File: config.mk
export PLATFORM = sky130hd
export DESIGN_NAME = lab2_timer_ctrl_flat
export DESIGN_NICKNAME = d
export VERILOG_FILES = /design/src/rtl/lab2_timer_ctrl_if.sv /design/src/rtl/lab2_timer_ctrl.sv /design/src/flat_wrapper.sv
export SDC_FILE = /design/constraint.sdc
export NUM_CORES = 1
export LEC_CHECK = 0
export ABC_CLOCK_PERIOD_IN_PS = 3800
export BUFFER_PORTS_ARGS = -buffer_cell sky130_fd_sc_hd__clkbuf_2
export CAP_MARGIN = 25
export CORE_MARGIN = 1
export CORE_UTILIZATION = 50
export CTS_CLUSTER_SIZE = 28
export DETAILED_ROUTE_END_ITERATION = 8
export GPL_TIMING_DRIVEN = 0
export PLACE_DENSITY = 0.68
export SLEW_MARGIN = 0
export SYNTH_ARGS = -nofsm -noshare
export SYNTH_HDL_FRONTEND = slang
export SYNTH_SLANG_ARGS = --single-unit
File: constraint.sdc
create_clock -name CLK -period 3.8 [get_ports CLK]
set_input_delay 0.57 -clock CLK [delete_from_list [all_inputs] [get_ports CLK]]
set_output_delay 0.57 -clock CLK [all_outputs]
set_load 0.05 [all_outputs]
File: src/rtl/lab2_timer_ctrl_if.sv
// Control/status bundle for lab2_timer_ctrl.
//   master : drives SET, D_TENS, D_ONES, START, PAUSE, UP; observes TENS, ONES, BUSY, DONE, ALARM
//   slave  : the timer itself (inputs/outputs mirrored)
interface lab2_timer_ctrl_if;
  localparam int unsigned DIGIT_W = 4;

  logic               SET;
  logic [DIGIT_W-1:0] D_TENS;
  logic [DIGIT_W-1:0] D_ONES;
  logic               START;
  logic               PAUSE;
  logic               UP;
  logic [DIGIT_W-1:0] TENS;
  logic [DIGIT_W-1:0] ONES;
  logic               BUSY;
  logic               DONE;
  logic               ALARM;

  modport master (
    output SET, D_TENS, D_ONES, START, PAUSE, UP,
    input  TENS, ONES, BUSY, DONE, ALARM
  );

  modport slave (
    input  SET, D_TENS, D_ONES, START, PAUSE, UP,
    output TENS, ONES, BUSY, DONE, ALARM
  );
endinterface

File: src/rtl/lab2_timer_ctrl.sv
// Two-digit BCD up/down timer with prescaled count steps.
//   CLK  : rising-edge clock
//   CLR  : asynchronous active-low reset
//   bus  : slave side of lab2_timer_ctrl_if
//          SET/D_TENS/D_ONES preset load, START/PAUSE run control, UP direction,
//          TENS/ONES registered count, BUSY (RUN), DONE (first FIN cycle), ALARM (FIN)
module lab2_timer_ctrl #(
  parameter int unsigned TICK_DIV = 4
) (
  input  logic              CLK,
  input  logic              CLR,
  lab2_timer_ctrl_if.slave  bus
);
  localparam int unsigned DW = 4;
  localparam int unsigned PW = 8;
  localparam logic [PW-1:0] PRESC_MAX = PW'(TICK_DIV - 1);

  typedef enum logic [1:0] {IDLE, RUN, HOLD, FIN} state_t;

  state_t        state_q;
  logic [DW-1:0] tens_q, ones_q;
  logic [PW-1:0] presc_q;
  logic          busy_q, done_q, alarm_q;

  logic [DW-1:0] nxt_tens_c, nxt_ones_c;
  logic          cur_term_c, nxt_term_c;

  // Saturate out-of-range preset digits to 9.
  function automatic logic [DW-1:0] clamp9(input logic [DW-1:0] d);
    return (d > DW'(9)) ? DW'(9) : d;
  endfunction

  // Candidate count after one step in the current direction; never wraps 00<->99.
  always_comb begin
    nxt_tens_c = tens_q;
    nxt_ones_c = ones_q;
    if (bus.UP) begin
      if (ones_q == DW'(9)) begin
        if (tens_q != DW'(9)) begin
          nxt_ones_c = '0;
          nxt_tens_c = tens_q + DW'(1);
        end
      end else begin
        nxt_ones_c = ones_q + DW'(1);
      end
    end else begin
      if (ones_q == DW'(0)) begin
        if (tens_q != DW'(0)) begin
          nxt_ones_c = DW'(9);
          nxt_tens_c = tens_q - DW'(1);
        end
      end else begin
        nxt_ones_c = ones_q - DW'(1);
      end
    end
    cur_term_c = bus.UP ? ((tens_q == DW'(9)) && (ones_q == DW'(9)))
                        : ((tens_q == DW'(0)) && (ones_q == DW'(0)));
    nxt_term_c = bus.UP ? ((nxt_tens_c == DW'(9)) && (nxt_ones_c == DW'(9)))
                        : ((nxt_tens_c == DW'(0)) && (nxt_ones_c == DW'(0)));
  end

  // Control FSM, count and prescaler; status flags track the state they decode.
  always_ff @(posedge CLK or negedge CLR) begin
    if (!CLR) begin
      state_q <= IDLE;
      tens_q  <= '0;
      ones_q  <= '0;
      presc_q <= '0;
      busy_q  <= 1'b0;
      done_q  <= 1'b0;
      alarm_q <= 1'b0;
    end else begin
      done_q <= 1'b0;
      case (state_q)
        IDLE, HOLD: begin
          if (bus.SET) begin
            tens_q <= clamp9(bus.D_TENS);
            ones_q <= clamp9(bus.D_ONES);
          end else if (bus.START) begin
            if (cur_term_c) begin
              state_q <= FIN;
              alarm_q <= 1'b1;
              done_q  <= 1'b1;
            end else begin
              state_q <= RUN;
              busy_q  <= 1'b1;
              // A fresh run restarts the step period; a resume keeps it.
              if (state_q == IDLE) presc_q <= '0;
            end
          end
        end
        RUN: begin
          if (bus.PAUSE) begin
            state_q <= HOLD;
            busy_q  <= 1'b0;
          end else if (presc_q == PRESC_MAX) begin
            presc_q <= '0;
            tens_q  <= nxt_tens_c;
            ones_q  <= nxt_ones_c;
            if (nxt_term_c) begin
              state_q <= FIN;
              busy_q  <= 1'b0;
              alarm_q <= 1'b1;
              done_q  <= 1'b1;
            end
          end else begin
            presc_q <= presc_q + PW'(1);
          end
        end
        FIN: begin
          if (bus.SET) begin
            tens_q  <= clamp9(bus.D_TENS);
            ones_q  <= clamp9(bus.D_ONES);
            state_q <= IDLE;
            alarm_q <= 1'b0;
          end
        end
        default: begin
          state_q <= IDLE;
          busy_q  <= 1'b0;
          alarm_q <= 1'b0;
        end
      endcase
    end
  end

  assign bus.TENS  = tens_q;
  assign bus.ONES  = ones_q;
  assign bus.BUSY  = busy_q;
  assign bus.DONE  = done_q;
  assign bus.ALARM = alarm_q;
endmodule

File: src/flat_wrapper.sv
// flat-port wrapper written by rule: the top's interface ports become plain ports
module lab2_timer_ctrl_flat 
#(
  parameter int unsigned TICK_DIV = 4
)
  (CLK, CLR, bus_SET, bus_D_TENS, bus_D_ONES, bus_START, bus_PAUSE, bus_UP, bus_TENS, bus_ONES, bus_BUSY, bus_DONE, bus_ALARM);
  lab2_timer_ctrl_if bus_i ();
  input  logic CLK;
  input  logic CLR;
  input wire logic [$bits(bus_i.SET)-1:0] bus_SET;
  input wire logic [$bits(bus_i.D_TENS)-1:0] bus_D_TENS;
  input wire logic [$bits(bus_i.D_ONES)-1:0] bus_D_ONES;
  input wire logic [$bits(bus_i.START)-1:0] bus_START;
  input wire logic [$bits(bus_i.PAUSE)-1:0] bus_PAUSE;
  input wire logic [$bits(bus_i.UP)-1:0] bus_UP;
  output wire logic [$bits(bus_i.TENS)-1:0] bus_TENS;
  output wire logic [$bits(bus_i.ONES)-1:0] bus_ONES;
  output wire logic [$bits(bus_i.BUSY)-1:0] bus_BUSY;
  output wire logic [$bits(bus_i.DONE)-1:0] bus_DONE;
  output wire logic [$bits(bus_i.ALARM)-1:0] bus_ALARM;
  assign bus_i.SET = bus_SET;
  assign bus_i.D_TENS = bus_D_TENS;
  assign bus_i.D_ONES = bus_D_ONES;
  assign bus_i.START = bus_START;
  assign bus_i.PAUSE = bus_PAUSE;
  assign bus_i.UP = bus_UP;
  assign bus_TENS = bus_i.TENS;
  assign bus_ONES = bus_i.ONES;
  assign bus_BUSY = bus_i.BUSY;
  assign bus_DONE = bus_i.DONE;
  assign bus_ALARM = bus_i.ALARM;
  lab2_timer_ctrl #(.TICK_DIV(TICK_DIV)) u_core (.CLK(CLK), .CLR(CLR), .bus(bus_i));
endmodule
==> results of run 1 <==
## cell usage after synthesis, types with 2 or more instances
cell / number / share of area, %
ha_1: 7 / 5.4
o21ai_1: 14 / 4.3
a21oi_1: 9 / 2.8
o22a_1: 2 / 1.1
clkbuf_1: 5 / 1.2
nor3b_1: 2 / 0.92
o31ai_1: 7 / 3.2
nor2_1: 11 / 2.5
xnor2_1: 2 / 1.1
a21o_1: 5 / 2.3
and4b_1: 2 / 1.2
o21ai_0: 6 / 1.9
nand3_1: 11 / 3.4
nand2_1: 19 / 4.4
dfrtp_1: 21 / 32
o211ai_1: 3 / 1.4
or4_1: 2 / 0.92
or3_1: 2 / 0.77
a32oi_1: 2 / 1.1
nor2b_1: 4 / 1.5
and3_1: 7 / 2.7
nand2b_1: 5 / 1.9
o21a_1: 2 / 0.92
a22oi_1: 2 / 0.92
a211oi_1: 3 / 1.4
inv_1: 11 / 2.5
nand4_1: 2 / 0.77
buf_2: 4 / 1.2
mux2i_1: 3 / 1.9
## registers in the layout, summed over array words and instances, names as in the netlist
signal,flops
u_core.bus.TENS,4
u_core.presc_q,8
u_core.bus.DONE,1
u_core.bus.ONES,4
u_core.bus.ALARM,1
u_core.bus.BUSY,1
u_core.state_q,2
## cells in the final DEF, fill, tap and decap left out, types with 2 or more instances in the layout
cell,Yosys,routed
o22a_1,2,2
and4b_1,2,2
clkbuf_2,0,24
a21o_1,5,5
or4_1,2,2
ha_1,7,7
o31ai_1,7,7
a22oi_1,2,2
buf_2,4,4
o21a_1,2,2
nor3b_1,2,2
o21ai_1,14,14
mux2i_1,3,3
clkbuf_4,0,3
a21oi_1,9,9
dfrtp_1,21,21
nand3_1,11,11
clkbuf_1,5,6
nor2_1,11,11
nand2_1,19,19
nand4_1,2,2
o21ai_0,6,6
xnor2_1,2,2
a32oi_1,2,2
and3_1,7,7
a211oi_1,3,3
or3_1,2,2
inv_1,11,11
nor2b_1,4,4
nand2b_1,5,5
o211ai_1,3,3
## final timing paths
kind / endpoint / slack (ns) / cells past startpoint
worst min register to register: u_core.presc_q[7] / 0.49 / 1
worst min-delay path: u_core.bus.ONES[1] / 0.23 / 1
worst max register to register: u_core.bus.BUSY / 1.22 / 8
worst max-delay path: u_core.bus.BUSY / 1.22 / 8
max in group asynchronous: u_core.presc_q[0] / 3.22 / 1
min in group CLK: u_core.presc_q[7] / 0.49 / 1
## per-layer routing
layer	track usage [%]	vias to the layer above	routed length (µm)
met2	41.88	30	1977
met5	0	-	0
met4	7.483	0	19
li1	-	780	-
met3	2.620	2	83
met1	29.06	754	1692
## through the flow
| step | hold slack, ns | std cells | util (%) |
|---|---|---|---|
| floorplan | 0.2744 | 195 | - |
| global placement | 0.4653 | 263 | 58.41 |
| detailed placement | 0.4638 | 263 | 58.41 |
| CTS | 0.2367 | 267 | 59.27 |
| global route | 0.2498 | 267 | 59.27 |
| finish | 0.2275 | 267 | 59.27 |
## power breakdown
group | internal [W] | leakage (nW) | switching [W] | total (W)
sequential | 0.000292 | 0.270 | 0.000108 | 0.000401
combinational | 0.000307 | 0.529 | 0.000563 | 0.000870
clock | 0.0000408 | 0.0150 | 0.0000672 | 0.000108
## final cells by class
type                    instances  area, µm²
plain buffers                   9      38.79
fillers                       304       1254
multi-input cells             154       1017
inverters                      11      41.29
clock buffers                   4      26.28
flip-flops and latches         21      525.5
well taps                      44      55.05
repair buffers                 24      120.1
## logic make-up after synthesis
kind of cell / Yosys count / synth area share [%]
simple gates: 76 / 26.06
fa+ha+maj: 7 / 5.397
mux: 4 / 3.238
compound gates: 65 / 26.91
flops: 21 / 32.38
buf+inv: 20 / 4.935
xor+xnor: 2 / 1.080
==> results_dict.tcl, run 1 <==
set metrics [dict create \
    worst_slew_pin_slew_ns 0.5381 \
    ys_warn_count 0 \
    critical_path.slowest_cell "or4b_4" \
    yosysUniqueCellTypes 49 \
    start_kind "flop" \
    grt_first_pass_wirelength_um 6223 \
    cts.sinks 21 \
    slew_violations 0 \
    diodes 0 \
    fp.dieW_um 58.97 \
    grt-ovfl-total 0 \
    insertion_delay_ns 0.30 \
    fp.dieH_um 58.97 \
    hold_buffers 0 \
    slew-limit-headroom_pct 64.13 \
    grt_pass1_vias 1460 \
    setup_ws_ns 1.219 \
    fp.coreArea_mm2 0.003078 \
    gp_congestion 0.8449 \
    outcome "completed" \
    syn_inst 195 \
    ir_worst_vdd_mv 0.4009 \
    synth_area_mm2 0.001623 \
    placed_area_mm2 0.001798 \
    cp_max_fo 9 \
    drive_gt1_share_pct 16.59 \
    cts_resized 0 \
    synth-edff-count 0 \
    synthFlopType "dfrtp_1" \
    postCtsSetupBuffers 0 \
    finalCritPeriodShare_pct 67.92 \
    drtPass1Iterations 4 \
    hp-class "in -> async" \
    antenna_found_initial 0 \
    fin_tns_setup_ns 0 \
    hold_viol 0 \
    path_cells "inv_1 > ha_1 > or4b_4 > nor2_1 > a221o_1 > nor3b_1 > mux2i_4 > o31a_1" \
    cts_buffer_depth 2 \
    p_leak_nw 0.8140 \
    avgSynthCellArea_um2 8.322 \
    io_pins 25 \
    ant_nets 0 \
    path_delay_family "simple AND/OR/NAND/NOR gates" \
    cp_slowest_stage_delay_ns 0.53 \
    place_ws_ns 1.230 \
    crit_type "reg -> reg" \
    place.port_buffers 24 \
    syn-num-nets 216 \
    vias 1566 \
    hpwl_um 2883 \
    start_util_pct 52.72 \
    ys_ff_latch 21 \
    htree_levels 1 \
    cap_violations 0 \
    wl_per_cell_um 14.13 \
    design_area_mm2 0.001824 \
    cp.required_ns 3.99 \
    cts_tree "built" \
    root_buffer "clkbuf_4" \
    syn_to_final_growth_pct 12.41 \
    cp-startpoint "u_core.bus.ONES[0]" \
    grt_max_degree 22 \
    finalNetCount 245 \
    p_per_area_mw_per_mm2 756.0 \
    routed_wl_um 3773 \
    vias_per_cell 5.865 \
    end_kind "flop" \
    grtUsageTotal_pct 23.27 \
    rsz0062_at_grt "no" \
    finalSetupViolCount 0 \
    fin_crit_ns 2.581 \
    row_count 20 \
    drt_iter0_drc 161 \
    timing.rr.start "u_core.bus.ONES[0]" \
    crit_buf_inv 1 \
    die_area_mm2 0.003477 \
    ys_async_sr_fraction_pct 100.0 \
    timing.fmax_mhz 387.4 \
    cp_data_arrival_time_ns 2.77 \
    ys_seq_area_share_pct 32.38 \
    drc 0 \
    clkTransAtPathRegs_ns 0.12 \
    numCtsBuffers 3 \
    fin_skew_ns 0.002338 \
    total_power_w 0.001379 \
]
Note: power is estimated with default switching activity, not from simulation.
==> inputs of run 2 (changes only) <==
--- a/config.mk
+++ b/config.mk
@@ -5,7 +5,7 @@
 export SDC_FILE = /design/constraint.sdc
 export NUM_CORES = 1
 export LEC_CHECK = 0
-export ABC_CLOCK_PERIOD_IN_PS = 3800
+export ABC_CLOCK_PERIOD_IN_PS = 2100
 export BUFFER_PORTS_ARGS = -buffer_cell sky130_fd_sc_hd__clkbuf_2
 export CAP_MARGIN = 25
 export CORE_MARGIN = 1
@@ -13,7 +13,7 @@
 export CTS_CLUSTER_SIZE = 28
 export DETAILED_ROUTE_END_ITERATION = 8
 export GPL_TIMING_DRIVEN = 0
-export PLACE_DENSITY = 0.68
+export PLACE_DENSITY = 0.7
 export SLEW_MARGIN = 0
 export SYNTH_ARGS = -nofsm -noshare
 export SYNTH_HDL_FRONTEND = slang
==> constraint.sdc (replaced) <==
create_clock -name CLK -period 2.1 [get_ports CLK]
set_input_delay 0.315 -clock CLK [delete_from_list [all_inputs] [get_ports CLK]]
set_output_delay 0.315 -clock CLK [all_outputs]
set_load 0.05 [all_outputs]
==> run 2 against run 1 <==
The flow now finishes with violations (setup timing). Hold slack gained 0.082 ns. Setup slack lost 1.5 ns. Maximum frequency grew 9.4%. Register-to-register slack lost 1.5 ns. Wire length grew 22%. Clock skew grew 0.0022 ns. Sequential power grew 81%. Core utilization grew 12 points. Sequential cell count is the same. Critical path type unchanged. Largest cell class unchanged.
==> results_dict.tcl, run 2 (synthesis results as in run 1) <==
set metrics [dict create \
    slew_violations 0 \
    drt_iter0_drc 150 \
    nFillCells 253 \
    end_kind "flop" \
    drive_gt1_share_pct 40.16 \
    violations "setup timing" \
    fin_skew_ns 0.004530 \
    fp.dieH_um 58.97 \
    fin_crit_ns 2.360 \
    grt-ovfl-total 0 \
    cp_data_arrival_time_ns 2.56 \
    ir_worst_vdd_mv 0.6135 \
    layout_common_cells "clkbuf_2, buf_4, nand2_1, dfrtp_1" \
    final_common_cell "clkbuf_2" \
    io_pins 25 \
    drtPass1Iterations 5 \
    p_leak_nw 0.9666 \
    antenna_found_initial 0 \
    drc 0 \
    start_kind "flop" \
    wl_per_cell_um 16.00 \
    gp_congestion 0.8713 \
    grtUsageTotal_pct 26.30 \
    rsz0062_at_grt "yes" \
    hp-class "in -> reg" \
    cp.required_ns 2.30 \
    clkTransAtPathRegs_ns 0.12 \
    multi_input_area_mm2 0.001191 \
    p_per_area_mw_per_mm2 1386 \
    vias_per_cell 5.948 \
    ff_latch_area_um2 534.3 \
    syn_to_final_growth_pct 35.31 \
    diodes 0 \
    finalNetCount 266 \
    timing.fmax_mhz 423.7 \
    finalCritPeriodShare_pct 112.4 \
    grt_pass1_vias 1634 \
    numCtsBuffers 3 \
    start_util_pct 52.72 \
    insertion_delay_ns 0.30 \
    cp_max_fo 5 \
    largest_register_ffs 8 \
    hold_viol 0 \
    fp.coreArea_mm2 0.003078 \
    cts.sinks 21 \
    htree_levels 1 \
    cap_violations 0 \
    place.port_buffers 24 \
    ant_nets 0 \
    setup_ws_ns -0.2600 \
    finalSetupViolCount 14 \
    slew-limit-headroom_pct 61.82 \
    outcome "finished with violations" \
    cts_tree "built" \
    place_ws_ns -0.3213 \
    worst_slew_pin_slew_ns 0.5727 \
    root_buffer "clkbuf_4" \
    fin_tns_setup_ns -2.570 \
    hpwl_um 2990 \
    routed_wl_um 4609 \
    cts_buffer_depth 2 \
    die_area_mm2 0.003477 \
    grt_max_degree 22 \
    crit_type "reg -> reg" \
    row_count 20 \
    grt_first_pass_wirelength_um 6969 \
    regMostFlops "u_core.presc_q" \
    fp.dieW_um 58.97 \
    vias 1713 \
]
[run 2: changes by cell type in the layout (fill, tap and decap cells not counted), sizes merged]
cell,previous run,this run
clkbuf,33,30
buf,4,26
dlygate4sd3,0,1
clkinv,0,1
[run 2: stage by stage]
stage               instance area [µm²]  cells  power, W  util, %  hold slack (ns)
floorplan                          1654    195  0.001994        -          0.01941
global placement                   1829    263  0.002329    59.43           0.3169
detailed placement                 1829    263  0.002384    59.43           0.3185
CTS                                2017    280  0.002823    65.53           0.2946
global route                       2196    288  0.003225    71.34           0.3183
finish                             2196    288  0.003044    71.34           0.3097
[run 2: layout make-up]
| type | count | share of cell area, % |
|---|---|---|
| clock buffers | 3 | 1.026 |
| well taps | 44 | 2.507 |
| inverters | 11 | 1.994 |
| repair buffers | 46 | 13.62 |
| flip-flops and latches | 21 | 24.33 |
| plain buffers | 8 | 2.051 |
| clock inverters | 1 | 0.2279 |
| multi-input cells | 154 | 54.24 |
[run 2: layer usage]
metal	global-route usage, %	part of all wire, %	wire [µm]	up-vias
met1	32.64	41	1911	841
met2	45.29	53	2448	39
met4	13.95	1.8	83	0
li1	-	-	-	822
met3	2.402	3.6	166	11
met5	0	0	0	-
[run 2: repair_timing]
action                                 in CTS  in global routing
buffers inserted                           13                  8
resized for setup                          14                 30
setup endpoints to repair                  18                 20
cloned                                      0                  1
hold buffers                                1                  0
pin swaps                                   6                 14
endpoints found under the hold margin      21                  0
[run 2: power by group]
| part | internal [W] | switching, W | total (W) |
|---|---|---|---|
| clock network | 0.0000710 | 0.000128 | 0.000199 |
| logic | 0.000868 | 0.00125 | 0.00212 |
| registers | 0.000539 | 0.000187 | 0.000727 |
| total | 0.00148 | 0.00157 | 0.00304 |
[run 2: final timing paths]
check	start	end	slack (ns)	depth (start not counted)
min in group asynchronous	CLR	u_core.bus.ONES[2]	0.55	2
max in group asynchronous	CLR	u_core.bus.TENS[1]	1.15	2
max reg2reg	u_core.bus.ONES[1]	u_core.bus.ALARM	-0.26	8
min reg2reg	u_core.presc_q[1]	u_core.presc_q[1]	0.53	2
max	u_core.bus.ONES[1]	u_core.bus.ALARM	-0.26	8
min	bus_D_ONES[1]	u_core.bus.ONES[1]	0.31	3
[run 2: critical path, stage by stage (launching register included)]
cell and delay (ns):
dfrtp_2 0.46, inv_4 0.08, ha_4 0.14, or4b_4 0.50
o22a_1 0.23, a221o_1 0.33, nor3b_4 0.17, mux2i_4 0.22
o31ai_1 0.11
